### config.mk
export PLATFORM = sky130hd
export DESIGN_NAME = map_reduce_engine
export DESIGN_NICKNAME = d
export VERILOG_FILES = /design/src/rtl/map_reduce_pkg.sv /design/src/rtl/map_reduce_engine_map_lane_counter.sv /design/src/rtl/map_reduce_engine.sv
export SDC_FILE = /design/constraint.sdc
export NUM_CORES = 2
export LEC_CHECK = 0
export CORE_MARGIN = 2
export CORE_UTILIZATION = 35
export CTS_CLUSTER_SIZE = 20
export DETAILED_ROUTE_END_ITERATION = 8
export DONT_BUFFER_PORTS = 1
export GPL_TIMING_DRIVEN = 0
export PLACE_DENSITY = 0.49
export SLEW_MARGIN = 20
export SYNTH_ARGS = -nofsm -noshare
export SYNTH_HDL_FRONTEND = slang
export SYNTH_SLANG_ARGS = --single-unit
### constraint.sdc
create_clock -name i_clk -period 3.75 [get_ports i_clk]
set_input_delay 0.5625 -clock i_clk [delete_from_list [all_inputs] [get_ports i_clk]]
set_output_delay 0.5625 -clock i_clk [all_outputs]
set_load 0.05 [all_outputs]
### src/rtl/map_reduce_pkg.sv
// Shared types and helpers for the keyed map-reduce engine: FSM states,
// lane/tree geometry and the saturating adder used by mappers and tree nodes.
package map_reduce_pkg;

    typedef enum logic [2:0] {
        ST_IDLE,
        ST_RUN,
        ST_DRAIN,
        ST_REDUCE,
        ST_DONE
    } state_e;

    // Internal width of the saturating adder; CNT_WIDTH must not exceed it.
    localparam int SAT_W = 64;

    function automatic int lanes(input int data_width, input int key_width);
        return data_width / key_width;
    endfunction

    function automatic int tree_depth(input int num_mappers);
        return (num_mappers <= 1) ? 1 : $clog2(num_mappers);
    endfunction

    function automatic logic [SAT_W-1:0] sat_add(
        input logic [SAT_W-1:0] a,
        input logic [SAT_W-1:0] b,
        input int               width
    );
        logic [SAT_W:0] sum;
        logic [SAT_W:0] lim;
        sum = {1'b0, a} + {1'b0, b};
        lim = ((SAT_W + 1)'(1) << width) - (SAT_W + 1)'(1);
        if (sum > lim) begin
            return lim[SAT_W-1:0];
        end
        return sum[SAT_W-1:0];
    endfunction

endpackage

### src/rtl/map_reduce_engine_map_lane_counter.sv
// One mapper: counts key-matching lanes of an accepted word, stays busy for
// MAP_LAT cycles and folds the lane count into a saturating accumulator.
module map_lane_counter
    import map_reduce_pkg::*;
#(
    parameter int DATA_WIDTH = 64,
    parameter int KEY_WIDTH  = 8,
    parameter int CNT_WIDTH  = 32,
    parameter int MAP_LAT    = 2
) (
    input  logic                  clk_i,
    input  logic                  rst_ni,
    input  logic                  clr_i,
    input  logic                  accept_i,
    input  logic [DATA_WIDTH-1:0] data_i,
    input  logic [KEY_WIDTH-1:0]  key_i,
    output logic                  rdy_o,
    output logic                  idle_o,
    output logic [CNT_WIDTH-1:0]  count_o
);

    localparam int LANES = lanes(DATA_WIDTH, KEY_WIDTH);
    localparam int LC_W  = $clog2(LANES + 1);
    localparam int REM_W = (MAP_LAT > 1) ? $clog2(MAP_LAT) : 1;

    logic [LANES-1:0]     lane_hit;
    logic [LC_W-1:0]      hit_cnt;
    logic [REM_W-1:0]     rem_q, rem_d;
    logic [LC_W-1:0]      pend_q, pend_d;
    logic [CNT_WIDTH-1:0] acc_q, acc_d;

    genvar gi;
    generate
        for (gi = 0; gi < LANES; gi++) begin : g_lane
            assign lane_hit[gi] = (data_i[gi*KEY_WIDTH +: KEY_WIDTH] == key_i);
        end
    endgenerate

    always_comb begin
        hit_cnt = '0;
        for (int i = 0; i < LANES; i++) begin
            hit_cnt = hit_cnt + LC_W'(lane_hit[i]);
        end
    end

    // rem_q counts the busy cycles still to come after the accept cycle;
    // the lane count lands in the accumulator on the last busy cycle.
    always_comb begin
        rem_d  = rem_q;
        pend_d = pend_q;
        acc_d  = acc_q;
        if (clr_i) begin
            rem_d  = '0;
            pend_d = '0;
            acc_d  = '0;
        end else if (accept_i) begin
            if (MAP_LAT == 1) begin
                acc_d = CNT_WIDTH'(sat_add(SAT_W'(acc_q), SAT_W'(hit_cnt), CNT_WIDTH));
            end else begin
                rem_d  = REM_W'(MAP_LAT - 1);
                pend_d = hit_cnt;
            end
        end else if (rem_q == REM_W'(1)) begin
            acc_d = CNT_WIDTH'(sat_add(SAT_W'(acc_q), SAT_W'(pend_q), CNT_WIDTH));
            rem_d = '0;
        end else if (rem_q != '0) begin
            rem_d = rem_q - REM_W'(1);
        end
    end

    always_ff @(posedge clk_i or negedge rst_ni) begin
        if (!rst_ni) begin
            rem_q  <= '0;
            pend_q <= '0;
            acc_q  <= '0;
        end else begin
            rem_q  <= rem_d;
            pend_q <= pend_d;
            acc_q  <= acc_d;
        end
    end

    assign rdy_o   = (rem_q == '0);
    // Idle means the count will be final at the next clock edge.
    assign idle_o  = (rem_q <= REM_W'(1));
    assign count_o = acc_q;

endmodule

### src/rtl/map_reduce_engine.sv
// Keyed map-reduce engine: round-robin dispatch of stream words to lane-counting
// mappers, then a pipelined saturating adder tree reduces the per-mapper counts.
module map_reduce_engine
    import map_reduce_pkg::*;
#(
    parameter int NUM_MAPPERS = 16,
    parameter int DATA_WIDTH  = 64,
    parameter int KEY_WIDTH   = 8,
    parameter int CNT_WIDTH   = 32,
    parameter int MAP_LAT     = 2
) (
    input  logic                  i_clk,
    input  logic                  i_rst_n,
    input  logic                  i_start,
    input  logic [KEY_WIDTH-1:0]  i_key,
    input  logic [DATA_WIDTH-1:0] i_strm_data,
    input  logic                  i_strm_data_valid,
    output logic                  o_strm_data_rdy,
    input  logic                  i_flush,
    output logic [CNT_WIDTH-1:0]  o_data_count,
    output logic                  o_count_valid,
    output logic                  o_busy
);

    localparam int L     = tree_depth(NUM_MAPPERS);
    localparam int P     = 1 << L;
    localparam int PTR_W = (NUM_MAPPERS > 1) ? $clog2(NUM_MAPPERS) : 1;
    localparam int RED_W = $clog2(L) + 1;

    state_e                 state_q, state_d;
    logic [KEY_WIDTH-1:0]   key_q;
    logic [PTR_W-1:0]       ptr_q, ptr_d;
    logic [RED_W-1:0]       red_q, red_d;
    logic                   start_ok;
    logic                   beat;
    logic                   all_idle;
    logic [NUM_MAPPERS-1:0] map_rdy;
    logic [NUM_MAPPERS-1:0] map_idle;
    logic [NUM_MAPPERS-1:0] map_accept;
    logic [(1<<PTR_W)-1:0]  rdy_pad;
    logic [CNT_WIDTH-1:0]   map_cnt [NUM_MAPPERS];
    logic [CNT_WIDTH-1:0]   leaf    [P];
    logic [CNT_WIDTH-1:0]   tree_q  [1:P-1];
    logic [CNT_WIDTH-1:0]   tree_d  [1:P-1];

    assign start_ok = i_start && ((state_q == ST_IDLE) || (state_q == ST_DONE));
    assign beat     = (state_q == ST_RUN) && i_strm_data_valid && rdy_pad[ptr_q];
    assign all_idle = &map_idle;

    genvar gi;
    generate
        for (gi = 0; gi < (1 << PTR_W); gi++) begin : g_rdy
            if (gi < NUM_MAPPERS) begin : g_real
                assign rdy_pad[gi] = map_rdy[gi];
            end else begin : g_pad
                assign rdy_pad[gi] = 1'b0;
            end
        end

        for (gi = 0; gi < NUM_MAPPERS; gi++) begin : g_map
            assign map_accept[gi] = beat && (ptr_q == PTR_W'(gi));
            map_lane_counter #(
                .DATA_WIDTH(DATA_WIDTH),
                .KEY_WIDTH (KEY_WIDTH),
                .CNT_WIDTH (CNT_WIDTH),
                .MAP_LAT   (MAP_LAT)
            ) u_map (
                .clk_i   (i_clk),
                .rst_ni  (i_rst_n),
                .clr_i   (start_ok),
                .accept_i(map_accept[gi]),
                .data_i  (i_strm_data),
                .key_i   (key_q),
                .rdy_o   (map_rdy[gi]),
                .idle_o  (map_idle[gi]),
                .count_o (map_cnt[gi])
            );
        end

        for (gi = 0; gi < P; gi++) begin : g_leaf
            if (gi < NUM_MAPPERS) begin : g_real
                assign leaf[gi] = map_cnt[gi];
            end else begin : g_pad
                assign leaf[gi] = '0;
            end
        end

        // Heap-indexed tree: node n adds children 2n and 2n+1; indices >= P are leaves.
        for (gi = 1; gi < P; gi++) begin : g_node
            if (2 * gi >= P) begin : g_bottom
                assign tree_d[gi] = CNT_WIDTH'(sat_add(SAT_W'(leaf[2*gi-P]),
                                                       SAT_W'(leaf[2*gi+1-P]), CNT_WIDTH));
            end else begin : g_inner
                assign tree_d[gi] = CNT_WIDTH'(sat_add(SAT_W'(tree_q[2*gi]),
                                                       SAT_W'(tree_q[2*gi+1]), CNT_WIDTH));
            end
        end
    endgenerate

    always_ff @(posedge i_clk or negedge i_rst_n) begin
        if (!i_rst_n) begin
            state_q <= ST_IDLE;
        end else begin
            state_q <= state_d;
        end
    end

    always_comb begin
        state_d = state_q;
        case (state_q)
            ST_IDLE, ST_DONE: if (i_start)     state_d = ST_RUN;
            ST_RUN:           if (i_flush)     state_d = ST_DRAIN;
            ST_DRAIN:         if (all_idle)    state_d = ST_REDUCE;
            ST_REDUCE:        if (red_q == RED_W'(L - 1)) state_d = ST_DONE;
            default:          state_d = ST_IDLE;
        endcase
    end

    always_comb begin
        o_strm_data_rdy = 1'b0;
        o_busy          = 1'b0;
        o_count_valid   = 1'b0;
        case (state_q)
            ST_RUN: begin
                o_strm_data_rdy = rdy_pad[ptr_q];
                o_busy          = 1'b1;
            end
            ST_DRAIN, ST_REDUCE: o_busy = 1'b1;
            ST_DONE:             o_count_valid = 1'b1;
            default: ;
        endcase
    end

    always_comb begin
        ptr_d = ptr_q;
        if (beat) begin
            ptr_d = (ptr_q == PTR_W'(NUM_MAPPERS - 1)) ? '0 : ptr_q + PTR_W'(1);
        end
        red_d = (state_q == ST_REDUCE) ? red_q + RED_W'(1) : '0;
    end

    // Tree registers only advance in REDUCE, so the root holds the result in DONE.
    always_ff @(posedge i_clk or negedge i_rst_n) begin
        if (!i_rst_n) begin
            key_q <= '0;
            ptr_q <= '0;
            red_q <= '0;
            for (int i = 1; i < P; i++) begin
                tree_q[i] <= '0;
            end
        end else begin
            ptr_q <= ptr_d;
            red_q <= red_d;
            if (start_ok) begin
                key_q <= i_key;
            end
            for (int i = 1; i < P; i++) begin
                if (start_ok) begin
                    tree_q[i] <= '0;
                end else if (state_q == ST_REDUCE) begin
                    tree_q[i] <= tree_d[i];
                end
            end
        end
    end

    assign o_data_count = tree_q[1];

endmodule

==> flow_metrics.tcl <==
set metrics [dict create \
    hp-start "i_strm_data_valid" \
    synth_cell_types 96 \
    drt_iter0_drc 6946 \
    synth.avg_cell_area_um2 8.30 \
    wl_mm 317 \
    grt_pass1_vias 69600 \
    whs_path_depth 2 \
    crit_buf_inv 4 \
    numCtsBuffers 144 \
    wl_met2_mm 139 \
    syn_nets 9987 \
    path_cells "xnor2_2, nand4_1, nor2_1, ha_1, inv_2, fa_1, fa_1, fa_2, fa_2, xor2_4, buf_12, clkbuf_16, buf_16, o21ai_2" \
    pwr-share-clk_pct 22.3 \
    cp_top_family "adder cells" \
    hold_class "in2reg" \
    p_leak_nw 39.5 \
    seqPwrFrac_pct 27.1 \
    final-hold-violation-count 0 \
    vias 74400 \
    synth-seq-cells 1090 \
    layout.cells.non_filler 12600 \
    syn2layout_area_growth_pct 14.6 \
    finalSetupTns_ns -1.82 \
    drt_first_pass_iters 5 \
    row_count 172 \
    wire_per_inst_um 25.1 \
    clockBufferDepth 3 \
    outcome "finished, violations left" \
    finalInstanceArea_um2 88700 \
    critPathSlowestCell "dfrtp_2" \
    layout_commonest_cell "a21oi_1" \
    grt_pass1_wl_mm 463 \
    die_x_um 474 \
    cp.arrival_ns 4.56 \
    cp.required_ns 4.42 \
    grt_max_degree 206 \
    tritoncts "built" \
    grt_usage_pct 27.3 \
    coreArea_um2 220000 \
    comb_power_share_pct 50.6 \
    met1Wirelength_mm 144 \
    port-buffer-count 0 \
    io_pins 112 \
    hold_slack_ns 0.110 \
    cp-end-kind "flip-flop" \
    synth_top_flop_cell "dfrtp_1" \
    netlist_area_um2 77400 \
    start_util_pct 35.2 \
    setup_slack_ns -0.136 \
    final_max_slew_viol_count 0 \
    synth-edff-count 0 \
    cts.clk_slew.worst_paths_ns 0.06 \
    die_h_um 474 \
    yosysSeqAreaShare_pct 35.3 \
    synthCells 9322 \
    route.met3.wl_mm 20.9 \
    grt_remaining_overflow 0 \
    r2r-start "key_q[5]" \
    rrSetupSlack_ns -0.14 \
    cts-root-buf "clkbuf_16" \
    setup.worst_path.class "reg2reg" \
    worstSkewPairLatency_ns 0.83 \
    rr_worst_depth 14 \
    hpwl_mm 244 \
    worst_slew_pin_slew_ns 1.16 \
    gp_congestion 0.964 \
    power.internal_mw 34.8 \
    drive_gt1_share_pct 7.45 \
    route.detailed.drc 0 \
    finClkSkew_ns 0.0339 \
    rsz0062_at_grt "true" \
    synthArstFlopShare_pct 100 \
    placed_area_um2 81800 \
    finalSetupViolations 31 \
    max_stage_delay_ns 0.49 \
    rr_endpoint "g_map[14].u_map.pend_q[2]" \
    viasPerCell 5.89 \
    layout_common_cells "1189 x a21oi_1, 1081 x dfrtp_1, 820 x o21ai_0, 817 x nand2_1, 624 x nor2_1" \
    die_area_um2 225000 \
    htreeDepth 4 \
    p_per_area_nw_per_um2 727 \
    peakVddDrop_mv 0.521 \
    ys_warn_count 0 \
    slew-limit-headroom_pct 22.3 \
    switching_share_pct 46.0 \
    drtAntennaViolNets 0 \
    antenna_found_initial 22 \
    dp.cells 12300 \
    n_fill_cell 22200 \
    min_period_over_period_pct 104 \
    crit_path_max_fanout 6 \
    final_nets 10200 \
    p_switching_mw 29.6 \
    utilization_pct 40.4 \
    routed.top_layer "met5" \
    fmax_ghz 0.257 \
    clock-sinks 1090 \
    failed_checks "negative setup slack" \
    cap_violations 0 \
    critPathLaunchType "flip-flop" \
    holdPathEnd "ptr_q[0]" \
    min_period_ns 3.89 \
]
## cell families (layout without fill, tap and decap cells)
kind of cell	Yosys count	after routing	share of synthesized area, %
adder cells (fa/ha/maj)	588	588	9.85
flip-flops	1090	1090	35.3
multiplexers	14	14	0.262
buffers and inverters	805	1157	4.15
XOR/XNOR	510	510	5.77
AO/OA/AOI/OAI	3686	3686	28.7
AND/OR/NAND/NOR	2629	2629	16.0
other	0	13	0
## per-layer routing
| metal | vias up | global-route usage, % |
|---|---|---|
| li1 | 34700 | - |
| met1 | 36700 | 38.7 |
| met2 | 2548 | 42.0 |
| met3 | 496 | 3.89 |
| met4 | 6 | 10.3 |
| met5 | - | 0 |
## synthesized netlist by cell type (all sizes together) (125+ instances only)
cell type | count | area (µm²)
nor2 | 632 | 2370
and3 | 125 | 782
dfrtp | 1090 | 27300
a31oi | 465 | 2920
nand3 | 350 | 1750
xor2 | 274 | 2400
ha | 553 | 6920
a21o | 347 | 2610
nand2 | 823 | 3090
clkbuf | 386 | 1450
a21oi | 1214 | 6080
nor3 | 133 | 666
xnor2 | 236 | 2070
a22o | 130 | 1140
nand4 | 125 | 782
inv | 325 | 1220
o21ai | 1015 | 5080
## worst max-delay path by stage
stage / slack, ns / depth (start not counted) / to / start
after floorplan: 0.01 / 13 / g_map[8].u_map.pend_q[2] / key_q[1]
after global placement: -4.19 / 7 / g_map[15].u_map.count_o[4] / i_start
after detailed placement: -1.03 / 14 / g_map[10].u_map.pend_q[2] / key_q[5]
after CTS: -0.15 / 14 / g_map[10].u_map.pend_q[2] / key_q[5]
after global routing: -0.26 / 14 / g_map[14].u_map.pend_q[2] / key_q[5]
final: -0.14 / 14 / g_map[14].u_map.pend_q[2] / key_q[5]
## power by group through the flow
stage	logic [mW]	registers, mW	clock network [mW]
after global placement	30.6	17.5	0
after global routing	35.5	17.6	15.1
final	32.6	17.4	14.4
after detailed placement	31.3	17.5	0
after floorplan	21.6	15.9	0
after CTS	31.8	17.4	14.6
## flip-flops by register name, indices dropped and copies added (netlist names)
signal	cells
ptr_q	4
state_q	3
key_q	8
o_data_count	32
red_q	3
g_map.u_map.pend_q	64
g_map.u_map.count_o	512
g_map.u_map.rem_q	16
tree_q	448
## worst register-to-register path, delay by kind of cell, from the launching register on
family | cells | cell delay (ns)
fa+ha+maj | 5 | 1.89
flops | 1 | 0.49
xor+xnor | 2 | 0.41
buf+inv | 4 | 0.63
compound gates | 1 | 0.09
simple gates | 2 | 0.25
## final cells by class
cell class,count,area [µm²],area share (%)
Inverter,325,1220,1.38
Sequential cell,1090,27300,30.8
Clock inverter,54,633,0.714
Multi-Input combinational cell,7427,47900,54.0
Antenna cell,13,32.5,0.0367
Tap cell,2958,3700,4.17
Timing Repair Buffer,103,1520,1.71
Buffer,467,2190,2.47
Clock buffer,208,4190,4.72
## per-stage QoR
step / setup slack, ns / power (mW)
final: -0.136 / 64.4
after detailed placement: -1.03 / 48.8
after global routing: -0.256 / 68.2
after floorplan: 0.0115 / 37.5
after global placement: -4.19 / 48.0
after CTS: -0.152 / 63.9
## timing repair
action,4_1_cts,5_1_grt
hold buffers,13,0
endpoints found under the hold margin,424,0
resized for setup,171,186
pin swaps,24,39
setup buffers,19,35
endpoints found under the setup margin,967,851
cloned,2,3
Note: power is estimated with default switching activity, not from simulation.
